## src/rtl/mips_decode_issue_pkg.sv

```systemverilog
// Shared definitions for the decode/issue stage: category codes,
// register-field positions and the funct bit separating mult from div.
package mips_decode_issue_pkg;

    localparam int CAT_W = 4;

    localparam logic [CAT_W-1:0] CAT_OTHER   = 4'd0;
    localparam logic [CAT_W-1:0] CAT_RSHIFT  = 4'd1;
    localparam logic [CAT_W-1:0] CAT_RSHIFTV = 4'd2;
    localparam logic [CAT_W-1:0] CAT_RHILO   = 4'd3;
    localparam logic [CAT_W-1:0] CAT_RLONG   = 4'd4;
    localparam logic [CAT_W-1:0] CAT_RARITH  = 4'd5;
    localparam logic [CAT_W-1:0] CAT_RLOGIC  = 4'd6;
    localparam logic [CAT_W-1:0] CAT_RCOMP   = 4'd7;
    localparam logic [CAT_W-1:0] CAT_BRANCH  = 4'd8;
    localparam logic [CAT_W-1:0] CAT_JUMP    = 4'd9;
    localparam logic [CAT_W-1:0] CAT_ARITH   = 4'd10;
    localparam logic [CAT_W-1:0] CAT_COMP    = 4'd11;
    localparam logic [CAT_W-1:0] CAT_LOGIC   = 4'd12;
    localparam logic [CAT_W-1:0] CAT_STORE   = 4'd13;
    localparam logic [CAT_W-1:0] CAT_LOAD    = 4'd14;

    // Register-specifier fields of the instruction word
    localparam int REG_W  = 5;
    localparam int RS_LSB = 21;
    localparam int RT_LSB = 16;

    // Upper opcode bits shared by beq/bne (the only branches that read rt)
    localparam int              OPHI_LSB   = 27;
    localparam int              OPHI_W     = 5;
    localparam logic [OPHI_W-1:0] BEQ_BNE_OPHI = 5'b00010;

    // funct[1] is set for div/divu and clear for mult/multu
    localparam int FUNCT_DIV_BIT = 1;

    localparam int HILO_CNT_W = 6;

endpackage

```

## src/rtl/mips_decode_issue_hazard.sv

```systemverilog
// Load-use hazard detection: compares the source registers of the
// instruction on the input side against a load sitting in ID/EX and a
// load that has just moved on into execute (the shadow).
module mips_decode_issue_hazard
    import mips_decode_issue_pkg::*;
(
    input  logic              in_valid,
    input  logic [REG_W-1:0]  in_rs,
    input  logic [REG_W-1:0]  in_rt,
    input  logic [OPHI_W-1:0] in_ophi,
    input  logic [CAT_W-1:0]  in_category,
    input  logic              out_valid,
    input  logic [CAT_W-1:0]  out_category,
    input  logic [REG_W-1:0]  out_rt,
    input  logic              shadow_valid,
    input  logic [REG_W-1:0]  shadow_rt,
    output logic              stall_load
);

    logic uses_rs;
    logic uses_rt;

    // A written register r conflicts if the incoming instruction reads it; $zero never does
    function automatic logic reg_match(input logic [REG_W-1:0] r,
                                       input logic [REG_W-1:0] rs,
                                       input logic [REG_W-1:0] rt,
                                       input logic use_rs,
                                       input logic use_rt);
        return (r != '0) && ((use_rs && rs == r) || (use_rt && rt == r));
    endfunction

    // Source-operand usage by category, then the stall decision
    always_comb begin
        uses_rs = !(in_category == CAT_OTHER || in_category == CAT_JUMP ||
                    in_category == CAT_RSHIFT);
        uses_rt = (in_category >= CAT_RSHIFT && in_category <= CAT_RCOMP) ||
                  (in_category == CAT_STORE) ||
                  (in_category == CAT_BRANCH && in_ophi == BEQ_BNE_OPHI);
        stall_load = in_valid &&
            ((out_valid && out_category == CAT_LOAD &&
              reg_match(out_rt, in_rs, in_rt, uses_rs, uses_rt)) ||
             (shadow_valid &&
              reg_match(shadow_rt, in_rs, in_rt, uses_rs, uses_rt)));
    end

endmodule

```

## src/rtl/mips_decode_issue.sv

```systemverilog
// Decode-to-execute issue stage: single-entry ID/EX register with a
// valid/ready handshake, load-use and HI/LO bubbles, and branch flush.
module mips_decode_issue
    import mips_decode_issue_pkg::*;
#(
    parameter int MULT_LAT = 4,
    parameter int DIV_LAT  = 32
) (
    input  logic        clock,
    input  logic        reset,
    input  logic        flush,
    input  logic        in_valid,
    output logic        in_ready,
    input  logic [31:0] in_instr,
    input  logic [31:0] in_pc,
    input  logic [3:0]  in_category,
    output logic        out_valid,
    input  logic        out_ready,
    output logic [31:0] out_instr,
    output logic [31:0] out_pc,
    output logic [3:0]  out_category,
    output logic        hilo_busy,
    output logic        stall_load
);

    localparam logic [HILO_CNT_W-1:0] MULT_CNT = HILO_CNT_W'(MULT_LAT);
    localparam logic [HILO_CNT_W-1:0] DIV_CNT  = HILO_CNT_W'(DIV_LAT);

    logic                  out_valid_q, out_valid_d;
    logic [31:0]           out_instr_q, out_instr_d;
    logic [31:0]           out_pc_q, out_pc_d;
    logic [CAT_W-1:0]      out_category_q, out_category_d;
    logic                  shadow_valid_q, shadow_valid_d;
    logic [REG_W-1:0]      shadow_rt_q, shadow_rt_d;
    logic [HILO_CNT_W-1:0] hilo_cnt_q, hilo_cnt_d;

    logic stall_hilo;
    logic accept;
    logic out_fire;

    mips_decode_issue_hazard u_hazard (
        .in_valid     (in_valid),
        .in_rs        (in_instr[RS_LSB +: REG_W]),
        .in_rt        (in_instr[RT_LSB +: REG_W]),
        .in_ophi      (in_instr[OPHI_LSB +: OPHI_W]),
        .in_category  (in_category),
        .out_valid    (out_valid_q),
        .out_category (out_category_q),
        .out_rt       (out_instr_q[RT_LSB +: REG_W]),
        .shadow_valid (shadow_valid_q),
        .shadow_rt    (shadow_rt_q),
        .stall_load   (stall_load)
    );

    // Handshake qualification: HI/LO readers wait out any multiply/divide in flight
    always_comb begin
        stall_hilo = in_valid && (in_category == CAT_RHILO || in_category == CAT_RLONG) &&
                     (hilo_cnt_q != '0);
        in_ready   = !flush && !stall_load && !stall_hilo && (!out_valid_q || out_ready);
        accept     = in_valid && in_ready;
        out_fire   = out_valid_q && out_ready;
    end

    // Next state for ID/EX, the load shadow and the HI/LO busy counter
    always_comb begin
        out_valid_d    = out_valid_q;
        out_instr_d    = out_instr_q;
        out_pc_d       = out_pc_q;
        out_category_d = out_category_q;
        shadow_valid_d = 1'b0;
        shadow_rt_d    = shadow_rt_q;
        hilo_cnt_d     = hilo_cnt_q;

        if (out_fire && out_category_q == CAT_LOAD) begin
            shadow_valid_d = 1'b1;
            shadow_rt_d    = out_instr_q[RT_LSB +: REG_W];
        end

        if (flush) begin
            out_valid_d    = 1'b0;
            shadow_valid_d = 1'b0;
        end else if (accept) begin
            out_valid_d    = 1'b1;
            out_instr_d    = in_instr;
            out_pc_d       = in_pc;
            out_category_d = in_category;
        end else if (out_fire) begin
            out_valid_d    = 1'b0;
        end

        // Flush leaves the counter running so the busy window stays conservative
        if (accept && in_category == CAT_RLONG) begin
            hilo_cnt_d = in_instr[FUNCT_DIV_BIT] ? DIV_CNT : MULT_CNT;
        end else if (hilo_cnt_q != '0) begin
            hilo_cnt_d = hilo_cnt_q - 1'b1;
        end
    end

    // State registers with synchronous active-low reset
    always_ff @(posedge clock) begin
        if (!reset) begin
            out_valid_q    <= 1'b0;
            out_instr_q    <= '0;
            out_pc_q       <= '0;
            out_category_q <= CAT_OTHER;
            shadow_valid_q <= 1'b0;
            shadow_rt_q    <= '0;
            hilo_cnt_q     <= '0;
        end else begin
            out_valid_q    <= out_valid_d;
            out_instr_q    <= out_instr_d;
            out_pc_q       <= out_pc_d;
            out_category_q <= out_category_d;
            shadow_valid_q <= shadow_valid_d;
            shadow_rt_q    <= shadow_rt_d;
            hilo_cnt_q     <= hilo_cnt_d;
        end
    end

    assign out_valid    = out_valid_q;
    assign out_instr    = out_instr_q;
    assign out_pc       = out_pc_q;
    assign out_category = out_category_q;
    assign hilo_busy    = (hilo_cnt_q != '0);

endmodule

```

## config.mk

```make
export PLATFORM = sky130hd
export DESIGN_NAME = mips_decode_issue
export DESIGN_NICKNAME = d
export VERILOG_FILES = /design/src/rtl/mips_decode_issue_pkg.sv /design/src/rtl/mips_decode_issue_hazard.sv /design/src/rtl/mips_decode_issue.sv
export SDC_FILE = /design/constraint.sdc
export NUM_CORES = 1
export LEC_CHECK = 0
export ABC_CLOCK_PERIOD_IN_PS = 2800
export BUFFER_PORTS_ARGS = -buffer_cell sky130_fd_sc_hd__buf_2
export CAP_MARGIN = 20
export CORE_MARGIN = 1.5
export CORE_UTILIZATION = 48
export CTS_BUF_LIST = sky130_fd_sc_hd__clkbuf_16
export DETAILED_ROUTE_END_ITERATION = 10
export GPL_ROUTABILITY_DRIVEN = 1
export PLACE_DENSITY = 0.79
export RECOVER_POWER = 25
export SLEW_MARGIN = 20
export SYNTH_ARGS = -nofsm -noshare
export SYNTH_HDL_FRONTEND = slang
export SYNTH_SLANG_ARGS = --single-unit
```

## constraint.sdc

```tcl
create_clock -name clock -period 2.8 [get_ports clock]
set_clock_uncertainty 0.2 [all_clocks]
set_input_delay 0.56 -clock clock [delete_from_list [all_inputs] [get_ports clock]]
set_output_delay 0.56 -clock clock [all_outputs]
set_load 0.005 [all_outputs]
```

* Yosys cells after proc, flatten, opt, wreduce, memory -nomap -nowiden *
Cells that the tools add are included.

word-level totals
  bits in registers = 81
  bits of input ports = 73

operators by class
  $add $sub $neg = 1
  magnitude comparators = 2
  equal/unequal tests = 12
  multiplexer cells = 6
  bitwise gates (word level) = 2
  reduce and logical (&&, ||, !) cells = 43

operator list
  kind                   count
  $logic_and A1 B1 Y1    21
  $eq A5 B5 Y1           4
  $mux W6                3
  $eq A4 B4 Y1 const B   4
  $reduce_bool A5 Y1     2
  $logic_or A1 B1 Y1     9
  $reduce_bool A6 Y1     1
  $sub A6 B1 Y6 const B  1
  $eq A5 B2 Y1 const B   1
  $logic_not A1 Y1       5
  $eq A4 B1 Y1 const B   1
  $eq A4 B2 Y1 const B   1
  $eq A4 B3 Y1 const B   1
  $ge A4 B1 Y1 const B   1
  $le A4 B3 Y1 const B   1
  $logic_not A4 Y1       1
  $reduce_bool A2 Y1     2
  $mux W1                3
  $not A1 Y1             2
  $reduce_and A2 Y1      1
  $reduce_or A2 Y1       1

* Longest topological paths before layout *
Gate-level depths: netlist of the first run.

  depth in word-level cells = 17
  depth in mapped cells = 11

* Cells and area by module *
Synthesis of the first run repeated with hierarchy kept, for this count alone.

second synthesis, totals
  cells, all modules = 653
  area total of the unflattened synthesis = 4735.8 µm²

modules (own cells, without submodules)
  module                    instances  cells an instance  area each (µm²)  sequential area each (µm²)
  mips_decode_issue         1          606                4389.2           1621.6
  mips_decode_issue_hazard  1          47                 346.6            0.0

* Least setup slack after synthesis of the first run *
OpenSTA, ideal clock, no wires.

  kind = input to output
  start = in in_category[3]
  end = out in_ready
  arrival time = 1.731 ns
  data required time = 2.040 ns
  slack = 0.309 ns
  stages on the path = 7
  path through = nor4bb_1 > and3_1 > a211o_1 > a22oi_1 > o22ai_2 > and2_1 > nor2b_1

between the ends
  longest elaborated chain between the ends = 14
  elaborated cells between the ends (all ways) = 36

ends and longest elaborated chain
  element                                                           line                                                            RTL
  start: declaration                                                mips_decode_issue.sv:16                                         input logic [3:0] in_category,
  $ge A4 B1 Y1 (tied with other cells)                              mips_decode_issue_hazard.sv:36                                  uses_rt = (in_category >= CAT_RSHIFT && in_category <= CAT_RCOMP) ||
  $logic_and A1 B1 Y1 / $logic_or A1 B1 Y1 (equally long branches)  mips_decode_issue_hazard.sv:36, mips_decode_issue_hazard.sv:34
  $logic_or A1 B1 Y1, on equally long branches                      mips_decode_issue_hazard.sv:36, mips_decode_issue_hazard.sv:34
  $logic_or A1 B1 Y1 / $logic_not A1 Y1 (equally long branches)     mips_decode_issue_hazard.sv:37, mips_decode_issue_hazard.sv:34
  $logic_and A1 B1 Y1                                               mips_decode_issue_hazard.sv:29                                  return (r != '0) && ((use_rs && rs == r) || (use_rt && rt == r));
  $logic_or A1 B1 Y1                                                mips_decode_issue_hazard.sv:29
  $logic_and A1 B1 Y1                                               mips_decode_issue_hazard.sv:29
  $logic_and A1 B1 Y1, on equally long branches                     mips_decode_issue_hazard.sv:40, mips_decode_issue_hazard.sv:42
  $logic_or A1 B1 Y1 (*)                                            mips_decode_issue_hazard.sv:41                                  reg_match(out_rt, in_rs, in_rt, uses_rs, uses_rt)) ||
  $logic_and A1 B1 Y1 (*)                                           mips_decode_issue_hazard.sv:39                                  stall_load = in_valid &&
  net stall_load                                                    mips_decode_issue.sv:23                                         output logic stall_load
  $logic_not A1 Y1 (*)                                              mips_decode_issue.sv:59                                         in_ready = !flush && !stall_load && !stall_hilo && (!out_valid_q || out_ready);
  $logic_and A1 B1 Y1 (*) (3 in series)                             mips_decode_issue.sv:59
  end: declaration                                                  mips_decode_issue.sv:13                                         output logic in_ready,

The timed path passes the listed nets; every way through them passes the cells marked *.

* Worst setup path after layout of the first run *
  start = in in_category[3]
  end = out in_ready

between the ends
  longest elaborated chain between the ends = 14
  elaborated cells between the ends (all ways) = 36

ends and longest elaborated chain
  element                                                           line
  $ge A4 B1 Y1 (tied with other cells)                              mips_decode_issue_hazard.sv:36
  $logic_and A1 B1 Y1 / $logic_or A1 B1 Y1 (equally long branches)  mips_decode_issue_hazard.sv:36, mips_decode_issue_hazard.sv:34
  $logic_or A1 B1 Y1, on equally long branches                      mips_decode_issue_hazard.sv:36, mips_decode_issue_hazard.sv:34
  $logic_or A1 B1 Y1 / $logic_not A1 Y1 (equally long branches)     mips_decode_issue_hazard.sv:37, mips_decode_issue_hazard.sv:34
  $logic_and A1 B1 Y1                                               mips_decode_issue_hazard.sv:29
  $logic_or A1 B1 Y1                                                mips_decode_issue_hazard.sv:29
  $logic_and A1 B1 Y1                                               mips_decode_issue_hazard.sv:29
  $logic_and A1 B1 Y1, on equally long branches                     mips_decode_issue_hazard.sv:40, mips_decode_issue_hazard.sv:42
  $logic_or A1 B1 Y1                                                mips_decode_issue_hazard.sv:41
  $logic_and A1 B1 Y1                                               mips_decode_issue_hazard.sv:39
  $logic_not A1 Y1                                                  mips_decode_issue.sv:59
  $logic_and A1 B1 Y1                                               mips_decode_issue.sv:59
  $logic_and A1 B1 Y1 (*) (2 in series)                             mips_decode_issue.sv:59

Every way passes the cells marked *; elsewhere a longest branch is shown, timed or not.

==> run metrics, run 1 <==
IO Count=145; Final Hold Viols=0; RSZ-0062 raised after global routing=no; root buf cell=clkbuf_16; Post-Synthesis Cell Area=0.003611 sq mm; hold buffers post-CTS=0; CP Data Arrival Time=1.99 ns; count of cell types in the netlist=38; DRT iter0 DRCs=139; final period demand of the worst path=2.754 ns; Comb power frac=19.6%; CP bufs+invs=2; Slowest Stage Delay on Critical Path=0.29 ns; delay-heaviest family, CP=simple AND/OR/NAND/NOR gates; Starting Density=49.78%; worst skew pair latency=0.33 ns; GPL Wtd Cong=0.8878; core area=0.007253 sq mm; Fill cells=610; CP Data Required Time=2.04 ns; crit path capture type=output pin; GRT overflow=0; number of synthesized register bits=81; Syn Nets=484; Slew headroom=62.93%; initial antenna violation count=0; # clock sinks=81; Setup-failing EPs final=0; PD cells=620.8 mW/mm^2; Worst VDD drop=0.0002879 V; Via density=4.950; Mapped Cells=410; die height=89.74 um; internal cell power=2.112 mW; share of layout cells above drive strength 1=30.22%; Worst Hold Launch=in_instr[1]; status=finished clean; Setup TNS=0 ns; main flop type after synthesis=dfxtp_1; switching power=812.2 uW; syn_area_per_cell=8.807 sq um; vias post-DR=3242; most used cell along the critical path=buf_2; Synthesis Warnings=0; Inst Count DP=638; slowest CP cell=a211o_1; worst setup path startpoint=in_category[3]; worst hold path type=in -> reg; maximum operating frequency=363.1 MHz; Num CTS Buffers=9; vias in the first global route=3057; CTS H-tree lvls=3; gr usage total=20.85%; static leakage=2.210 nW; critical path startpoint category=input pin; crit-path cells=buf_2 -> nor4bb_1 -> and3_1 -> a211o_1 -> a22oi_2 -> o22ai_2 -> and2_1 -> nor2b_1 -> buf_2; RR Startpoint=hilo_cnt_q[0]; Detail Route Antenna Nets=0; register area=0.001624 sq mm; ANT cells=0; buffer depth of the longest clock path=2; dpl hpwl=6268 um; clock network fraction of total power=35.7%; final layout net count=625; Clock transition at path regs=0.06 ns; largest net degree at the start of global routing=65; Buffers on Ports=144; crit path max fanout=4; Rows=31; drt pass-1 iters=4; Routed WL=8718 um; first-pass GRT wire length=13700 um; switching portion of total power=27.77%; die width=89.74 um; Crit Path Category=in -> out; sequential power share=44.7%; Avg WL per Cell=13.31 um; Finished Layout Cells=655; residual DRC count=0; Seq/Total Area, Yosys=44.91%; Worst-Margin Slew=0.5561 ns; fin util=64.95%; max-cap violations=0; Die ar.=0.008052 sq mm; CTS tree=yes; period utilization=98.36%; P&R area growth vs syn=30.46%; Multi-input gate area=0.001871 sq mm; Slew Viols, Final=0; Async SR Flop Fraction=0%; number of synthesized flops with an enable pin=0
[cell families (layout without fill, tap and decap cells)]
logic type                 Yosys count  in the layout  share of synthesized area [%]
AOI/OAI and AO/OA                   16             16                          3.257
adders and majority gates            1              1                         0.3464
DFF                                 81             81                          44.91
buffers and inverters               29            175                          4.088
muxes                               74             74                          20.51
xor gates and xnor gates            23             23                          5.579
and+or+nand+nor                    186            186                          21.31
[worst paths after layout]
| check | to | slack [ns] | cells past startpoint |
|---|---|---|---|
| worst min-delay path | hilo_cnt_q[2] | 0.25 | 2 |
| worst min register to register | out_instr[22] | 0.25 | 2 |
| worst max-delay path | in_ready | 0.05 | 9 |
| worst max register to register | out_instr[13] | 0.21 | 10 |
[stage by stage]
| stage | setup WS, ns | power [mW] | hold WS [ns] | cell area (sq um) |
|---|---|---|---|---|
| 2_1_floorplan | 0.3086 | 1.669 | 0.2511 | 3611 |
| 3_3_place_gp | 0.1021 | 1.851 | 0.2386 | 4422 |
| 3_5_place_dp | 0.05793 | 1.878 | 0.2443 | 4422 |
| 4_1_cts | 0.01749 | 2.922 | 0.2346 | 4686 |
| 5_1_grt | 0.01335 | 3.058 | 0.2441 | 4711 |
| 6_report | 0.04593 | 2.924 | 0.2464 | 4711 |
[state kept, by name (all words and copies together), names as in the netlist]
| signal | count |
|---|---|
| out_instr | 32 |
| shadow_rt_q | 5 |
| shadow_valid_q | 1 |
| out_category | 4 |
| out_pc | 32 |
| hilo_cnt_q | 6 |
| out_valid | 1 |
[cells in the final DEF (no fill, tap or decap), drive strengths merged, types with 2 or more instances in the layout]
cell	n
mux2i	74
a22oi	2
and2	2
or3	2
nor4	2
nor2b	3
o22ai	2
nor2	18
o21ai	5
or4	2
nor3	5
clkinvlp	2
nand2	142
dfxtp	81
nand3	3
inv	5
clkinv	5
and3	2
xor2	16
nor3b	2
clkbuf	20
xnor2	7
buf	143
[Yosys cell counts (2+ instances only)]
cell type / n / area share, %
nand3_1: 3 / 0.42
buf_4: 5 / 1.0
inv_1: 4 / 0.42
dfxtp_1: 81 / 45
nor3_1: 5 / 0.69
o21ai_0: 5 / 0.69
nor2b_1: 3 / 0.52
nor4_1: 2 / 0.35
mux2i_1: 74 / 21
xor2_1: 16 / 3.9
clkbuf_1: 16 / 1.7
xnor2_1: 7 / 1.7
nor3b_1: 2 / 0.42
and2_1: 2 / 0.35
a22oi_1: 2 / 0.42
and3_1: 2 / 0.35
nor2_1: 17 / 1.8
or3_1: 2 / 0.35
or4_1: 2 / 0.42
nand2_1: 142 / 15
[per-layer routing]
layer / vias up / routed length (um) / part of all wire, % / GRT usage (%)
met2: 97 / 4310 / 49 / 36.26
met1: 1496 / 3797 / 44 / 24.03
li1: 1628 / - / - / -
met3: 21 / 411 / 4.7 / 4.230
met5: - / 0 / 0 / 0
met4: 0 / 197 / 2.3 / 11.24
[area by class of cell]
class,count,area share (%)
Clock inverter,7,0.8234
Timing Repair Buffer,154,17.18
Sequential cell,81,34.48
Clock buffer,9,4.781
Inverter,5,0.3984
Tap cell,99,2.629
Multi-Input combinational cell,300,39.71
[timing repair]
| action | in CTS | in global routing |
|---|---|---|
| endpoints found under the setup margin | 0 | 1 |
| hold endpoints to repair | 0 | 0 |
| gates resized for setup | 0 | 8 |
| setup buffers | 0 | 1 |
[power by group through the flow]
stage	sequential (mW)	clock, mW	combinational (mW)
3_5_place_dp	1.33	0	0.549
2_1_floorplan	1.33	0	0.342
5_1_grt	1.32	1.11	0.629
6_report	1.31	1.04	0.573
3_3_place_gp	1.33	0	0.526
4_1_cts	1.31	1.06	0.552
Note: power is estimated with default switching activity, not from simulation.
==> inputs of run 2 (changes only) <==
--- a/config.mk
+++ b/config.mk
@@ -8,6 +8,7 @@
 export ABC_CLOCK_PERIOD_IN_PS = 2800
 export BUFFER_PORTS_ARGS = -buffer_cell sky130_fd_sc_hd__buf_2
 export CAP_MARGIN = 20
+export CORE_ASPECT_RATIO = 2
 export CORE_MARGIN = 1.5
 export CORE_UTILIZATION = 48
 export CTS_BUF_LIST = sky130_fd_sc_hd__clkbuf_16
@@ -15,6 +16,7 @@
 export GPL_ROUTABILITY_DRIVEN = 1
 export PLACE_DENSITY = 0.79
 export RECOVER_POWER = 25
+export REMOVE_ABC_BUFFERS = 1
 export SLEW_MARGIN = 20
 export SYNTH_ARGS = -nofsm -noshare
 export SYNTH_HDL_FRONTEND = slang
==> run metrics, run 2 (same netlist as run 1, synthesis figures left out) <==
Final Hold Viols=0; commonest non-fill, non-tap cells in the layout=141 x nand2_1, 126 x buf_2, 77 x dfxtp_1; Starting Density=49.69%; R2R cell count=10; share of layout cells above drive strength 1=30.04%; period utilization=97.75%; DRT iter0 DRCs=128; gr busiest metal=met2; Slew Viols, Final=0; P&R area growth vs syn=32.22%; most common cell after layout, fill and taps aside=nand2_1; worst hold path type=in -> reg; root buf cell=clkbuf_16; final period demand of the worst path=2.737 ns; Setup-failing EPs final=0; Routed WL=8799 um; hold buffers post-CTS=0; worst skew pair latency=0.33 ns; die width=64.33 um; max-cap violations=0; Worst-Margin Slew=0.8261 ns; # clock sinks=81; vias post-DR=3271; RR Startpoint=hilo_cnt_q[1]; Worst Hold Launch=in_instr[1]; Die ar.=0.008084 sq mm; Via density=5.048; IO Count=145; GPL Wtd Cong=0.8868; dpl hpwl=6609 um; Worst VDD drop=0.0005047 V; Rows=44; met3 Resource Use GR=6.518%; Hold EP=hilo_cnt_q[2]; ANT cells=0; Buffers on Ports=144; status=finished clean; Inst Count DP=629; fin util=65.70%; final instance area=0.004775 sq mm; Post-DP Area=0.004410 sq mm; Num CTS Buffers=9; largest net degree at the start of global routing=90; Reg2Reg Capture Point=out_pc[10]; core area=0.007267 sq mm; die height=125.7 um; worst hold path depth=2; GR Util met2=41.67%; residual DRC count=0; buffer depth of the longest clock path=2; CP Data Required Time=2.04 ns; critical path startpoint category=input pin; Avg WL per Cell=13.58 um; PD cells=649.1 mW/mm^2; Clock transition at path regs=0.06 ns; drt pass-1 iters=4; CP Data Arrival Time=1.98 ns; static leakage=2.207 nW; Setup TNS=0 ns; CTS H-tree lvls=3; crit path max fanout=3; grt met1 use=20.94%; GRT overflow=0; crit path capture type=output pin; maximum operating frequency=365.4 MHz; r2r setup slk=0.25 ns; Slew headroom=44.93%; final layout net count=626; first-pass GRT wire length=14020 um; gr usage total=22.29%; Finished Layout Cells=648; Detail Route Antenna Nets=0; vias in the first global route=3243; Crit Path Category=in -> out; initial antenna violation count=0; CTS tree=yes
## run 2: cell count changes in the layout (fill, tap and decap cells not counted), sizes merged
cell | previous run | this run
inv | 5 | 4
clkbuf | 20 | 27
clkinv | 5 | 3
buf | 143 | 137
bufinv | 0 | 2
## run 2: metal layers
| layer | share of wire [%] | vias to the layer above |
|---|---|---|
| met3 | 6.0 | 28 |
| met2 | 54 | 117 |
| met4 | 3.5 | 0 |
| met5 | 0 | - |
| li1 | - | 1630 |
| met1 | 36 | 1496 |
## run 2: power breakdown
part / switching, mW / internal [mW] / leakage, nW
Clock: 0.443 / 0.770 / 0.145
Combinational: 0.293 / 0.281 / 1.40
Sequential: 0.0655 / 1.25 / 0.663
## run 2: final cells by class
class	instances	area [sq um]
clock buffers	9	225.2
inverters	5	18.77
well taps	92	115.1
clock inverters	6	83.83
repair buffers	155	818.3
fillers	620	2492
flip-flops and latches	81	1627
multi-input cells	300	1887
## run 2: critical path, stage by stage
cell and delay (ns):
buf_2 0.10, nor4bb_1 0.13, and3_1 0.18, a211o_1 0.27, a22oi_2 0.18, o22ai_2 0.12, and2_1 0.19, nor2b_1 0.12
buf_2 0.12
## run 2: what timing repair did
item / in CTS / in global routing
endpoints found under the setup margin: 1 / 2
pin swaps: 0 / 4
buffers inserted: 0 / 4
gates resized for setup: 5 / 10
## run 2: how the worst max path moves through the flow
stage / startpoint / endpoint / slack [ns] / depth (start not counted)
finish: in_category[3] / in_ready / 0.06 / 9
global route: shadow_rt_q[1] / in_ready / -0.02 / 6
CTS: in_category[3] / in_ready / 0.01 / 9
detailed placement: in_category[3] / in_ready / 0.01 / 9
global placement: in_category[3] / in_ready / 0.08 / 9
floorplan: hilo_cnt_q[0] / out_category[0] / -0.66 / 8
## run 2: stage by stage
step | power, mW | worst slack (ns) | hold slack [ns]
floorplan | 1.631 | -0.6562 | 0.2511
global placement | 1.838 | 0.07549 | 0.2390
detailed placement | 1.864 | 0.01018 | 0.2436
CTS | 3.107 | 0.009989 | 0.2113
global route | 3.228 | -0.01895 | 0.2305
finish | 3.099 | 0.06299 | 0.2277
==> inputs of run 3 (changes only) <==
--- a/config.mk
+++ b/config.mk
@@ -5,7 +5,7 @@
 export SDC_FILE = /design/constraint.sdc
 export NUM_CORES = 1
 export LEC_CHECK = 0
-export ABC_CLOCK_PERIOD_IN_PS = 2800
+export ABC_CLOCK_PERIOD_IN_PS = 2700
 export BUFFER_PORTS_ARGS = -buffer_cell sky130_fd_sc_hd__buf_2
 export CAP_MARGIN = 20
 export CORE_ASPECT_RATIO = 2
==> constraint.sdc (replaced) <==
create_clock -name clock -period 2.7 [get_ports clock]
set_clock_uncertainty 0.2 [all_clocks]
set_input_delay 0.54 -clock clock [delete_from_list [all_inputs] [get_ports clock]]
set_output_delay 0.54 -clock clock [all_outputs]
set_load 0.005 [all_outputs]
==> run metrics, run 3 (same netlist as run 1, synthesis figures left out) <==
die height=125.7 um; initial antenna violation count=0; gr usage total=22.07%; residual DRC count=0; slowest CP cell=dfxtp_1; worst skew pair latency=0.33 ns; GPL Wtd Cong=0.8773; register area=0.001628 sq mm; dpl hpwl=6470 um; Num CTS Buffers=9; DRT iter0 DRCs=113; buffer depth of the longest clock path=2; Finished Layout Cells=647; GRT overflow=0; worst setup margin=0.07104 ns; static leakage=2.285 nW; crit path capture type=output pin; worst hold path depth=2; Via density=5.046; Detail Route Antenna Nets=0; Slew Viols, Final=0; Inst Count DP=630; largest net degree at the start of global routing=70; Setup-failing EPs final=0; CTS H-tree lvls=3; crit path max fanout=4; Multi-input gate area=0.001892 sq mm; CP Data Required Time=1.96 ns; P&R area growth vs syn=32.16%; Starting Density=49.69%; max-cap violations=0; status=finished clean; Buffers on Ports=144; CP bufs+invs=2; final period demand of the worst path=2.629 ns; ANT cells=0; R2R cell count=10; share of layout cells above drive strength 1=32.79%; critical path startpoint category=flop; Setup Slack @ Placement=0.05626 ns; crit-path cells=inv_1 -> ha_4 -> nand2_1 -> or3_4 -> a311oi_2 -> nor2b_1 -> buf_2; Worst-Margin Slew=0.4701 ns; Worst Hold Launch=in_instr[1]; Routed WL=8697 um; vias post-DR=3265; Clock transition at path regs=0.06 ns; drt pass-1 iters=4; Rows=44; PD cells=653.3 mW/mm^2; Reg2Reg Capture Point=out_instr[7]; Slew headroom=68.66%; final layout net count=625; die width=64.33 um; Final Hold Viols=0; Avg WL per Cell=13.44 um; root buf cell=clkbuf_16; # clock sinks=81; Worst VDD drop=0.0005014 V; CP Data Arrival Time=1.89 ns; Fill cells=640; core area=0.007267 sq mm; Die ar.=0.008084 sq mm; IO Count=145; RR Startpoint=hilo_cnt_q[0]; worst hold path type=in -> reg; Slowest Stage Delay on Critical Path=0.34 ns; delay-heaviest family, CP=simple AND/OR/NAND/NOR gates; hold buffers post-CTS=0; Hold EP=hilo_cnt_q[2]; vias in the first global route=3326; Post-DP Area=0.004418 sq mm; first-pass GRT wire length=14180 um; final instance area=0.004772 sq mm; Crit Path Category=reg -> out; maximum operating frequency=380.4 MHz; CTS tree=yes; period utilization=97.37%; r2r setup slk=0.22 ns; commonest non-fill, non-tap cells in the layout=142 x nand2_1, 142 x buf_2, 76 x dfxtp_1
==> run 3: cell count changes in the layout (fill, tap and decap cells not counted), sizes merged <==
cell | previous run | this run
clkbuf | 27 | 9
buf | 137 | 154
clkinv | 3 | 5
clkinvlp | 2 | 0
bufinv | 2 | 1
inv | 4 | 5
==> run 3: repair_timing <==
| action | in CTS | in global routing |
|---|---|---|
| resized for setup | 1 | 17 |
| setup buffers | 0 | 2 |
| setup endpoints to repair | 1 | 2 |
| pin swaps | 0 | 7 |
==> run 3: stage by stage <==
stage | total power [mW] | utilization (%) | hold WS (ns) | setup TNS (ns)
5_1_grt | 3.267 | 65.67 | 0.2049 | -0.02228
3_5_place_dp | 1.948 | 60.80 | 0.2436 | 0
6_report | 3.118 | 65.67 | 0.2113 | 0
2_1_floorplan | 1.692 | - | 0.2511 | -52.07
4_1_cts | 3.097 | 64.60 | 0.2036 | 0
3_3_place_gp | 1.921 | 60.80 | 0.2386 | 0
==> run 3: how the worst max path moves through the flow <==
stage,startpoint,cells after the start,to
floorplan,hilo_cnt_q[0],8,out_category[0]
global placement,in_category[3],9,in_ready
detailed placement,in_category[3],9,in_ready
CTS,hilo_cnt_q[0],7,in_ready
global route,hilo_cnt_q[1],7,in_ready
finish,hilo_cnt_q[0],7,in_ready
==> run 3: power by group <==
part           switching (mW)  internal [mW]  total, mW
Clock                   0.448          0.697       1.14
Sequential             0.0679           1.29       1.36
Combinational           0.301          0.312      0.613
==> run 3: area by class of cell <==
| class | instances | area share (%) |
|---|---|---|
| clock buffer | 9 | 4.719 |
| timing repair buffer | 154 | 17.65 |
| sequential | 81 | 34.11 |
| inverter | 5 | 0.3933 |
| multi-input combinational | 300 | 39.64 |
| clock inverter | 6 | 1.075 |
| tap | 92 | 2.412 |
==> run 3: layer usage <==
metal  up-vias  wire, um  GRT usage (%)
met4         0       306          12.52
li1       1625         -              -
met5         -         0              0
met1      1517      3256          21.96
met3        25       416          4.196
met2        98      4718          41.18
==> run 3: worst register-to-register path: cells and delay by family (launching register included) <==
kind / cells / cell delay [ns]
buf+inv: 3 / 0.52
mux: 1 / 0.27
flops: 1 / 0.34
compound gates: 1 / 0.27
simple gates: 4 / 0.65
fa+ha+maj: 1 / 0.15
